File: config.mk
export PLATFORM = sky130hd
export DESIGN_NAME = prog_loader
export DESIGN_NICKNAME = d
export VERILOG_FILES = /design/src/rtl/prog_loader.sv
export SDC_FILE = /design/constraint.sdc
export NUM_CORES = 1
export LEC_CHECK = 0
export BUFFER_PORTS_ARGS = -buffer_cell sky130_fd_sc_hd__buf_2
export CAP_MARGIN = 10
export CELL_PAD_IN_SITES_DETAIL_PLACEMENT = 1
export CELL_PAD_IN_SITES_GLOBAL_PLACEMENT = 1
export CORE_ASPECT_RATIO = 1.5
export CORE_MARGIN = 10
export CORE_UTILIZATION = 42
export DETAILED_ROUTE_END_ITERATION = 12
export MAX_ROUTING_LAYER = met4
export PLACE_DENSITY = 0.85
export SYNTH_ARGS = -nofsm -noshare
export SYNTH_HDL_FRONTEND = slang
export SYNTH_SLANG_ARGS = --single-unit
File: constraint.sdc
create_clock -name clk -period 2.5 [get_ports clk]
set_input_delay 0 -clock clk [delete_from_list [all_inputs] [get_ports clk]]
set_output_delay 0 -clock clk [all_outputs]
set_load 0.03 [all_outputs]
File: src/rtl/prog_loader.sv
// Boot/run sequencer: streams machine-code words into the instruction ROM,
// releases the core from reset, then counts its cycles until done or timeout.
module prog_loader #(
   parameter int unsigned D  = 12,
   parameter int unsigned W  = 9,
   parameter int unsigned CW = 32
) (
   input  logic          clk,
   input  logic          reset,
   input  logic          start,
   input  logic          inValid,
   output logic          inReady,
   input  logic [W-1:0]  inData,
   input  logic          inLast,
   output logic          romWrEn,
   output logic [D-1:0]  romWrAddr,
   output logic [W-1:0]  romWrData,
   output logic          cpuReset,
   input  logic          cpuDone,
   output logic          busy,
   output logic          finished,
   output logic          error,
   output logic [D:0]    wordCount,
   output logic [CW-1:0] cycleCount
);

   typedef enum logic [2:0] {
      StIdle,
      StLoad,
      StRelease,
      StRun,
      StDone,
      StError
   } state_t;

   localparam logic [D:0]    WordOne  = {{D{1'b0}}, 1'b1};
   localparam logic [D-1:0]  PtrOne   = {{(D-1){1'b0}}, 1'b1};
   localparam logic [CW-1:0] CycOne   = {{(CW-1){1'b0}}, 1'b1};
   // One below saturation: reaching all-ones on this edge means timeout.
   localparam logic [CW-1:0] CycLast  = {{(CW-1){1'b1}}, 1'b0};

   state_t        r_state;
   logic [D-1:0]  r_ptr;
   logic          r_wr_en;
   logic [D-1:0]  r_wr_addr;
   logic [W-1:0]  r_wr_data;
   logic          r_cpu_reset;
   logic [D:0]    r_words;
   logic [CW-1:0] r_cycles;

   logic          w_hs;
   logic          w_ptr_max;

   assign w_hs      = inValid && (r_state == StLoad);
   assign w_ptr_max = &r_ptr;

   always_ff @(posedge clk or negedge reset) begin
      if (!reset) begin
         r_state     <= StIdle;
         r_ptr       <= '0;
         r_wr_en     <= 1'b0;
         r_wr_addr   <= '0;
         r_wr_data   <= '0;
         r_cpu_reset <= 1'b1;
         r_words     <= '0;
         r_cycles    <= '0;
      end else begin
         r_wr_en <= 1'b0;
         case (r_state)
            StIdle, StDone, StError: begin
               if (start) begin
                  r_state  <= StLoad;
                  r_ptr    <= '0;
                  r_words  <= '0;
                  r_cycles <= '0;
               end
            end
            StLoad: begin
               if (w_hs) begin
                  r_wr_en   <= 1'b1;
                  r_wr_addr <= r_ptr;
                  r_wr_data <= inData;
                  r_words   <= r_words + WordOne;
                  // Pointer sticks at the top address instead of wrapping.
                  if (!w_ptr_max) r_ptr <= r_ptr + PtrOne;
                  if (inLast)         r_state <= StRelease;
                  else if (w_ptr_max) r_state <= StError;
               end
            end
            StRelease: begin
               r_state     <= StRun;
               r_cpu_reset <= 1'b0;
            end
            StRun: begin
               r_cycles <= r_cycles + CycOne;
               if (cpuDone) begin
                  r_state     <= StDone;
                  r_cpu_reset <= 1'b1;
               end else if (r_cycles == CycLast) begin
                  r_state     <= StError;
                  r_cpu_reset <= 1'b1;
               end
            end
            default: begin
               r_state     <= StIdle;
               r_cpu_reset <= 1'b1;
            end
         endcase
      end
   end

   assign inReady    = (r_state == StLoad);
   assign busy       = (r_state == StLoad) || (r_state == StRelease) || (r_state == StRun);
   assign finished   = (r_state == StDone);
   assign error      = (r_state == StError);
   assign romWrEn    = r_wr_en;
   assign romWrAddr  = r_wr_addr;
   assign romWrData  = r_wr_data;
   assign cpuReset   = r_cpu_reset;
   assign wordCount  = r_words;
   assign cycleCount = r_cycles;

endmodule
==> out/results.txt, run 1 <==
In this run the worst setup path begins at r_state[2]. The tools report the static leakage as 2.65 nW. The tools report the final HPWL from detailed placement as 9.04 mm. The distinct cell type count after synthesis was 55. Summing the areas of all and, or, nand and nor instances in the mapped netlist gives 26.3% of the synthesized area.

The worst setup path is launched from a register. Among all flip-flop cells after synthesis, the most frequent one is sky130_fd_sc_hd__dfrtp_1. The H-tree depth is 3. During placement, the flow inserted port buffers numbering 86. At the later pin of the worst-skew pair, clock insertion delay measures 0.34 ns. The tool flagged a number of max-cap violations equal to 0.

The power density relative to cell area is 899 nW/um^2, and the worst ir drop on vdd is 0.000379 V. Walking the worst path, the cells encountered are nand2b_2 -> mux2i_2 -> buf_4 -> nor4b_1 -> mux2i_1. The number of rows in the core area is 44. The flow ran to the end, and the final reports show no timing, DRC or antenna violations. In this run the register-to-register setup slack is 0.39 ns.

The critical-path cell with the highest stage delay was sky130_fd_sc_hd__dfrtp_1. Dividing the detail-routed via count by the number of cells gives 5.79. In this run the worst setup path terminates at wordCount[9]. The total negative slack for setup checks is 0 ns, and the maximum clock rate is 0.475 GHz.

The count of endpoints failing hold in the final timing report came out at 0. Counting the buffers created by CTS gives 9. Counting flops with a built-in enable in the synthesized netlist gives 0.

For this run, the number of Yosys warnings is 0. In this run the count of I/O pins placed on the die edge is 87. The run gives 43.3% as the effective utilization at floorplan. The critical path is of the register to register type. The share of flip-flops with an asynchronous set or reset after synthesis came out at 100%.

The number of gates resized after CTS was 0. STA classifies the critical path endpoint as a register. On the critical path the largest part of the delay comes from simple AND/OR/NAND/NOR gates. Counting cells, the worst reg-to-reg path comes to 5. The worst register-to-register path ends at wordCount[9]. The area fraction in compound gates after synthesis is 11.2%.

The count of buffering cells on the critical path with inverters included is 1. The number of fill cells in the layout was 1158; the number of DRC violations after detailed routing was 0. The logs give 49.0% for the part of the Yosys area used for sequential elements and 84 for the maximum number of pins on one net before global-route repair. The run gives 29.1% as the worst slew slack as a fraction of its limit. The run gives 555 as the final-stage net count. The maximum clock skew at final layout was 0.00716 ns; the remaining number of nets flagged by the antenna check after routing was 0. Clock-pin slew was measured on the worst setup and hold paths at 0.06 ns.

The worst min-delay path class was input port to register. Setup repair after global routing left no endpoint under its margin. For the critical path data required time, the log shows 2.76 ns. The register bit count reported by yosys works out to 83. TritonCTS built the clock tree. The run gives 0 as the total of endpoints with negative setup slack in the final report. The post-detailed-routing wire length is 12.4 mm.

The post-route worst hold slack is 0.0239 ns, and the first-pass iteration count of the detailed router is 4. After the first detailed-routing iteration, the DRC count stood at 113. For this design, the sink count on the clock tree is 83. The area of the mapped netlist is 4250 um^2. Summing the areas of all xor and xnor instances in the mapped netlist gives 0.206% of the synthesized area.

The die is 143 um tall. The region available for standard cell placement spans 9800 um^2. Across all layers, the routed design uses 3798 vias. The via count of the first global-routing pass was 4247; the horizontal die dimension was 102 um. The critical path runs through a total of 5 cells. The worst register-to-register path begins at r_state[2]. The congestion estimate from routability-driven global placement came to 0.843. The share of post-route cells with drive strength above 1 was 22.4%. Global routing finished with a remaining overflow of 0. The largest fanout on the critical path was 22; the final critical-path required period was 2.11 ns.

The total nets after synthesis came out at 463. Relative to the synthesized area, the layout overhead comes to 21.1%. The average wire per cell in the routed design came out at 19.0 um.

The worst path uses 84.2% of the clock period. The cell count after synthesis is 444, and the number of antenna violations at the first check in global routing is 1. The tools report the worst endpoint data arrival time as 2.37 ns. After Yosys synthesis, full adders, half adders and majority gates account for 1.18% of the synthesized area. The largest single stage delay on the critical path is 0.51 ns. The clock passes through at most 2 buffers. The portion of synthesized area spent on multiplexers is 7.87%. By area, the combinational part of the netlist is dominated by simple AND/OR/NAND/NOR gates. After synthesis, the mean cell area works out to 9.56 um^2. The overall routing resource usage came out at 18.2%. The first global-routing pass estimated 20.9 mm of wire. The max-slew violation count came out at 0.

The slew at the pin closest to its max-slew limit works out to 1.06 ns. Root buffer selected by CTS: sky130_fd_sc_hd__clkbuf_16. The die covers 14600 um^2.
## where the power goes
| group | switching (mW) | internal, mW |
|---|---|---|
| sequential | 0.227 | 1.55 |
| combinational | 1.15 | 0.501 |
| clock | 0.524 | 0.667 |
| total | 1.90 | 2.72 |
## worst min-delay path by stage
| stage | startpoint | end | slack [ns] | depth (start not counted) |
|---|---|---|---|---|
| CTS | cpuDone | cpuReset | 0.03 | 3 |
| finish | cpuDone | cpuReset | 0.02 | 3 |
| global route | cpuDone | cpuReset | 0.06 | 3 |
| floorplan | reset | cycleCount[0] | -0.30 | 0 |
| detailed placement | inData[7] | romWrData[7] | 0.20 | 3 |
| global placement | inData[2] | romWrData[2] | 0.19 | 3 |
## repair_timing
item / CTS / global route
hold buffers: 10 / 0
endpoints found under the setup margin: 0 / 0
setup buffers: 0 / 0
endpoints found under the hold margin: 91 / 0
## worst register-to-register path, delay by kind of cell, from the launching register on
kind / cells / cell delay [ns]
AND/OR/NAND/NOR: 2 / 0.77
flip-flops: 1 / 0.51
multiplexers: 2 / 0.51
buffers and inverters: 1 / 0.25
## synthesized netlist by cell type (all sizes together) (7+ instances only)
cell	number	area share [%]
and3	9	1.3
nand2	98	8.7
or4	11	1.9
clkbuf	13	1.1
and4	11	2.3
a21oi	16	1.9
inv	15	1.3
nand3	22	2.6
mux2i	33	7.9
nand4	22	3.4
nor2	9	0.80
buf	12	1.7
a31oi	7	1.0
o31ai	10	1.8
o21ai	18	2.1
dfrtp	82	48
## registers in the layout, summed over array words and instances (netlist names)
register and count:
romWrData 9, r_ptr 12, wordCount 13, cpuReset 1
romWrAddr 12, cycleCount 32, r_state 3, romWrEn 1
## cell usage in the layout, fill, tap and decap left out, drive strengths merged, types with 7 or more instances in the layout
master       count
or4             11
nand4           22
and4            11
dfrtp           82
mux2i           33
and3             9
nor2             9
buf             96
inv             15
o21ai           18
nand3           22
dlygate4sd3     10
a31oi            7
clkbuf          11
o31ai           10
nand2           98
a21oi           16
## through the flow
step | instance area, um^2 | setup WS (ns) | power (mW) | utilization [%] | instances
after floorplan | 4250 | 0.536 | 2.91 | - | 444
after global placement | 4780 | 0.518 | 3.37 | 48.7 | 630
after detailed placement | 4780 | 0.421 | 3.47 | 48.7 | 630
after CTS | 5140 | 0.356 | 4.69 | 52.4 | 655
after global routing | 5140 | 0.248 | 4.94 | 52.5 | 656
final | 5140 | 0.395 | 4.62 | 52.5 | 656
## routing by layer
metal	up-vias	track usage, %	part of all wire, %
li1	1794	-	-
met4	0	5.44	1.4
met3	18	4.78	4.7
met2	86	32.3	55
met1	1900	19.2	39
met5	-	-	0
## cell type report
cell class              count  area, um^2  share of cell area, %
clock inverters             4        28.8                  0.560
flip-flops and latches     83        2080                   40.4
diodes                      1        2.50                 0.0487
inverters                  16        60.1                   1.17
clock buffers              11         233                   4.53
multi-input cells         320        1990                   38.6
repair buffers            106         608                   11.8
well taps                 115         144                   2.80
## kinds of logic (layout without fill, tap and decap cells)
group / count (synthesis) / after routing
simple gates: 209 / 209
flops: 83 / 83
compound gates: 73 / 73
buf+inv: 41 / 137
mux: 33 / 33
fa+ha+maj: 4 / 4
xor+xnor: 1 / 1
other cells: 0 / 1
Power figures use the tool's default switching activity.
==> run 2, diff against run 1 <==
==> constraint.sdc (replaced) <==
create_clock -name clk -period 2.15 [get_ports clk]
set_input_delay 0 -clock clk [delete_from_list [all_inputs] [get_ports clk]]
set_output_delay 0 -clock clk [all_outputs]
set_load 0.03 [all_outputs]
==> run 2 against run 1 <==
Effect of this change:
- highest routed layer unchanged
- maximum frequency rose by 1.9%
- non-clock buffer count grew 2
- sequential power grew 13%
- critical path type unchanged
- hold slack gained 0.024 ns
- worst setup slack got worse by 0.31 ns
- largest cell class unchanged
- global-route usage barely moved
- routed wire length fell by 1.1%
- sequential share of layout area is 0.41 points lower
- first-iteration DRC count is 78% higher
- largest power group is now combinational cells
- power grew 18%
==> out/results.txt, run 2 (same netlist as run 1, synthesis figures left out) <==
The max-slew violation count is 0, and the final-stage net count is 557. Once the clock tree was built, the setup fixing pass inserted 0 buffers. For the maximum clock path buffer count, the log shows 2. The run gives 2000 um^2 as the footprint of the multi-input gates. The utilization of the core after routing is 53.0%, and the horizontal die dimension is 102 um. TritonCTS built the clock tree. The routability-driven placement congestion ratio came out at 0.844. By startpoint and endpoint, the worst setup path is classified as register to register.

The run gives 0 as the count of endpoints failing hold in the final timing report. Across the whole layout, storage elements account for 2080 um^2. In the final routed layout, each cell accounts on average for 18.7 um. The growth of design area from synthesis to finish was 22.3%; the overflow left after global routing was 0. For the violation count after the first detailed-routing iteration, the log shows 201. Measured against its own limit, the worst slew margin works out to 53.5%. The maximum number of pins on one net before global-route repair was 45; the critical path data required time was 2.35 ns. The total of endpoints with negative setup slack in the final report was 0. In this run the worst hold path is classified as input port to register. The tools report the sink count of the clock tree as 83. The clock transition at the register clock pins on the worst setup and hold paths after CTS works out to 0.06 ns. The die is 143 um tall.

Once detailed placement completed, the half-perimeter wirelength came to 9.07 mm. Wire length of the first global-routing pass: 21.0 mm. STA classifies the critical path startpoint as a register. The detail route stage leaves a number of antenna-violating nets equal to 0. The run finished with clean final reports. For the via total after detailed routing, the log shows 3786. In the routed design, unresolved DRC markers number 0. Power density relative to cell area: 1050 nW/um^2. Once the floorplan was initialized, standard cells occupied 43.3% of the core. The floorplan step defined a die boundary enclosing 14600 um^2. At the pin with the least slew margin, the transition time is 0.683 ns.

The H-tree generated during clock tree synthesis spans 3 levels. The run gives 0.35 ns as the clock latency on the worst-skew pair. The core region is 9800 um^2. Setup repair after global routing left no endpoint under its margin. The I/O pin count is 87. The tools report the number of antenna violations at the first check in global routing as 0. The clock period could shrink to 2.07 ns. The run gives 25.7% as the clock group share of total power. The via count of the first global-routing pass was 4214; the number of CTS-inserted buffers was 9.

Across every metal layer, demand over resource in global routing totals 18.2%. Fill cells in the final layout number 1147. Of the total power, the share spent switching nets is 41.0%. Per report_power, the combinational group accounts for 37.4% of the total. Quantity of I/O buffers inserted on ports: 86.

Largest fanout on the critical path: 11. The tools report the root buffer selected by CTS as sky130_fd_sc_hd__clkbuf_16. The number of flip-flops in the largest register was 32. The tool flagged a number of max-cap violations equal to 0. The worst path uses 96.1% of the clock period. The run gives 12.3 mm as the post-detailed-routing wire length. The internal power of the cells totals 3.22 mW. The worst ir drop on vdd is 0.000445 V, and the maximum clock skew at final layout is 0.00858 ns.

Summed over all cells, the static leakage comes to 2.67 nW. Before antenna repair, the detailed router went through 4 iterations. In the routed layout, each cell is associated on average with a via count of 5.75. Summed over all failing endpoints, the final setup total negative slack is 0 ns. The sequential share of power came out at 36.8%. The library cell used most frequently in the layout, excluding fill and tap cells, is sky130_fd_sc_hd__nand2_1. The library cells used most frequently in the layout, excluding fill and tap cells, are sky130_fd_sc_hd__nand2_1 (98), sky130_fd_sc_hd__buf_2 (85), sky130_fd_sc_hd__dfrtp_1 (82).

STA classifies the critical path endpoint as a register. The maximum clock rate was 0.484 GHz. For this design the total switching power over the nets is 2.24 mW.

The run gives 2.27 ns as the worst endpoint data arrival time. The number of rows in the core area is 44. In the final layout, the share of cells above drive strength 1 is 22.8%.
-- run 2: changes by cell type in the layout (fill, tap and decap cells not counted), sizes merged --
cell    before  now
buf         96   98
clkinv       3    4
-- run 2: metrics by stage --
step                      hold WS (ns)  setup WS (ns)  power, mW  area (um^2)  std cells
after floorplan                 -0.296          0.186       3.39         4250        444
after global placement          0.0350          0.153       3.98         4820        632
after detailed placement        0.0560         0.0582       4.08         4820        632
after CTS                       0.0330         0.0217       5.51         5180        658
after global routing            0.0882         0.0187       5.83         5190        658
final                           0.0477         0.0835       5.46         5190        659
-- run 2: area by class of cell --
class	count	area share, %
antenna	1	0.0482
tap	115	2.77
sequential	83	40.0
timing repair buffer	108	12.5
inverter	16	1.16
clock buffer	11	4.48
clock inverter	5	0.578
multi-input combinational	320	38.5
-- run 2: final timing paths --
kind | from | end | slack, ns | depth (start not counted)
hold reg to reg | romWrData[0] | romWrData[0] | 0.47 | 2
setup reg to reg | r_ptr[0] | r_ptr[11] | 0.08 | 5
setup / recovery | r_ptr[0] | r_ptr[11] | 0.08 | 5
max in group asynchronous | reset | cycleCount[6] | 1.29 | 3
min in group asynchronous | reset | romWrData[3] | 0.21 | 2
hold / removal | cpuDone | cpuReset | 0.05 | 3
-- run 2: power by group through the flow --
stage / Clock (mW) / Sequential [mW] / Combinational [mW]
after detailed placement: 0 / 2.04 / 2.04
after CTS: 1.43 / 2.02 / 2.06
final: 1.40 / 2.01 / 2.04
after floorplan: 0 / 2.32 / 1.07
after global placement: 0 / 2.02 / 1.96
after global routing: 1.50 / 2.06 / 2.27
-- run 2: repair_timing --
item                                    in CTS  in global routing
hold buffers                                10                  0
gates resized for setup                      0                  3
endpoints found under the setup margin       0                 20
hold endpoints to repair                    51                  0
-- run 2: metal layers --
layer / wire, um / track usage (%) / vias to the layer above
met5: 0 / - / -
met4: 186 / 7.75 / 0
met3: 515 / 2.80 / 11
met1: 4840 / 19.3 / 1884
met2: 6750 / 32.5 / 91
li1: - / - / 1800
-- run 2: worst max-delay path, stage by stage, from the launching register on --
cell and delay (ns):
sky130_fd_sc_hd__dfrtp_1 0.44, sky130_fd_sc_hd__ha_1 0.26, sky130_fd_sc_hd__and3_1 0.30, sky130_fd_sc_hd__and4_4 0.27, sky130_fd_sc_hd__a2111oi_0 0.51, sky130_fd_sc_hd__o22ai_1 0.14
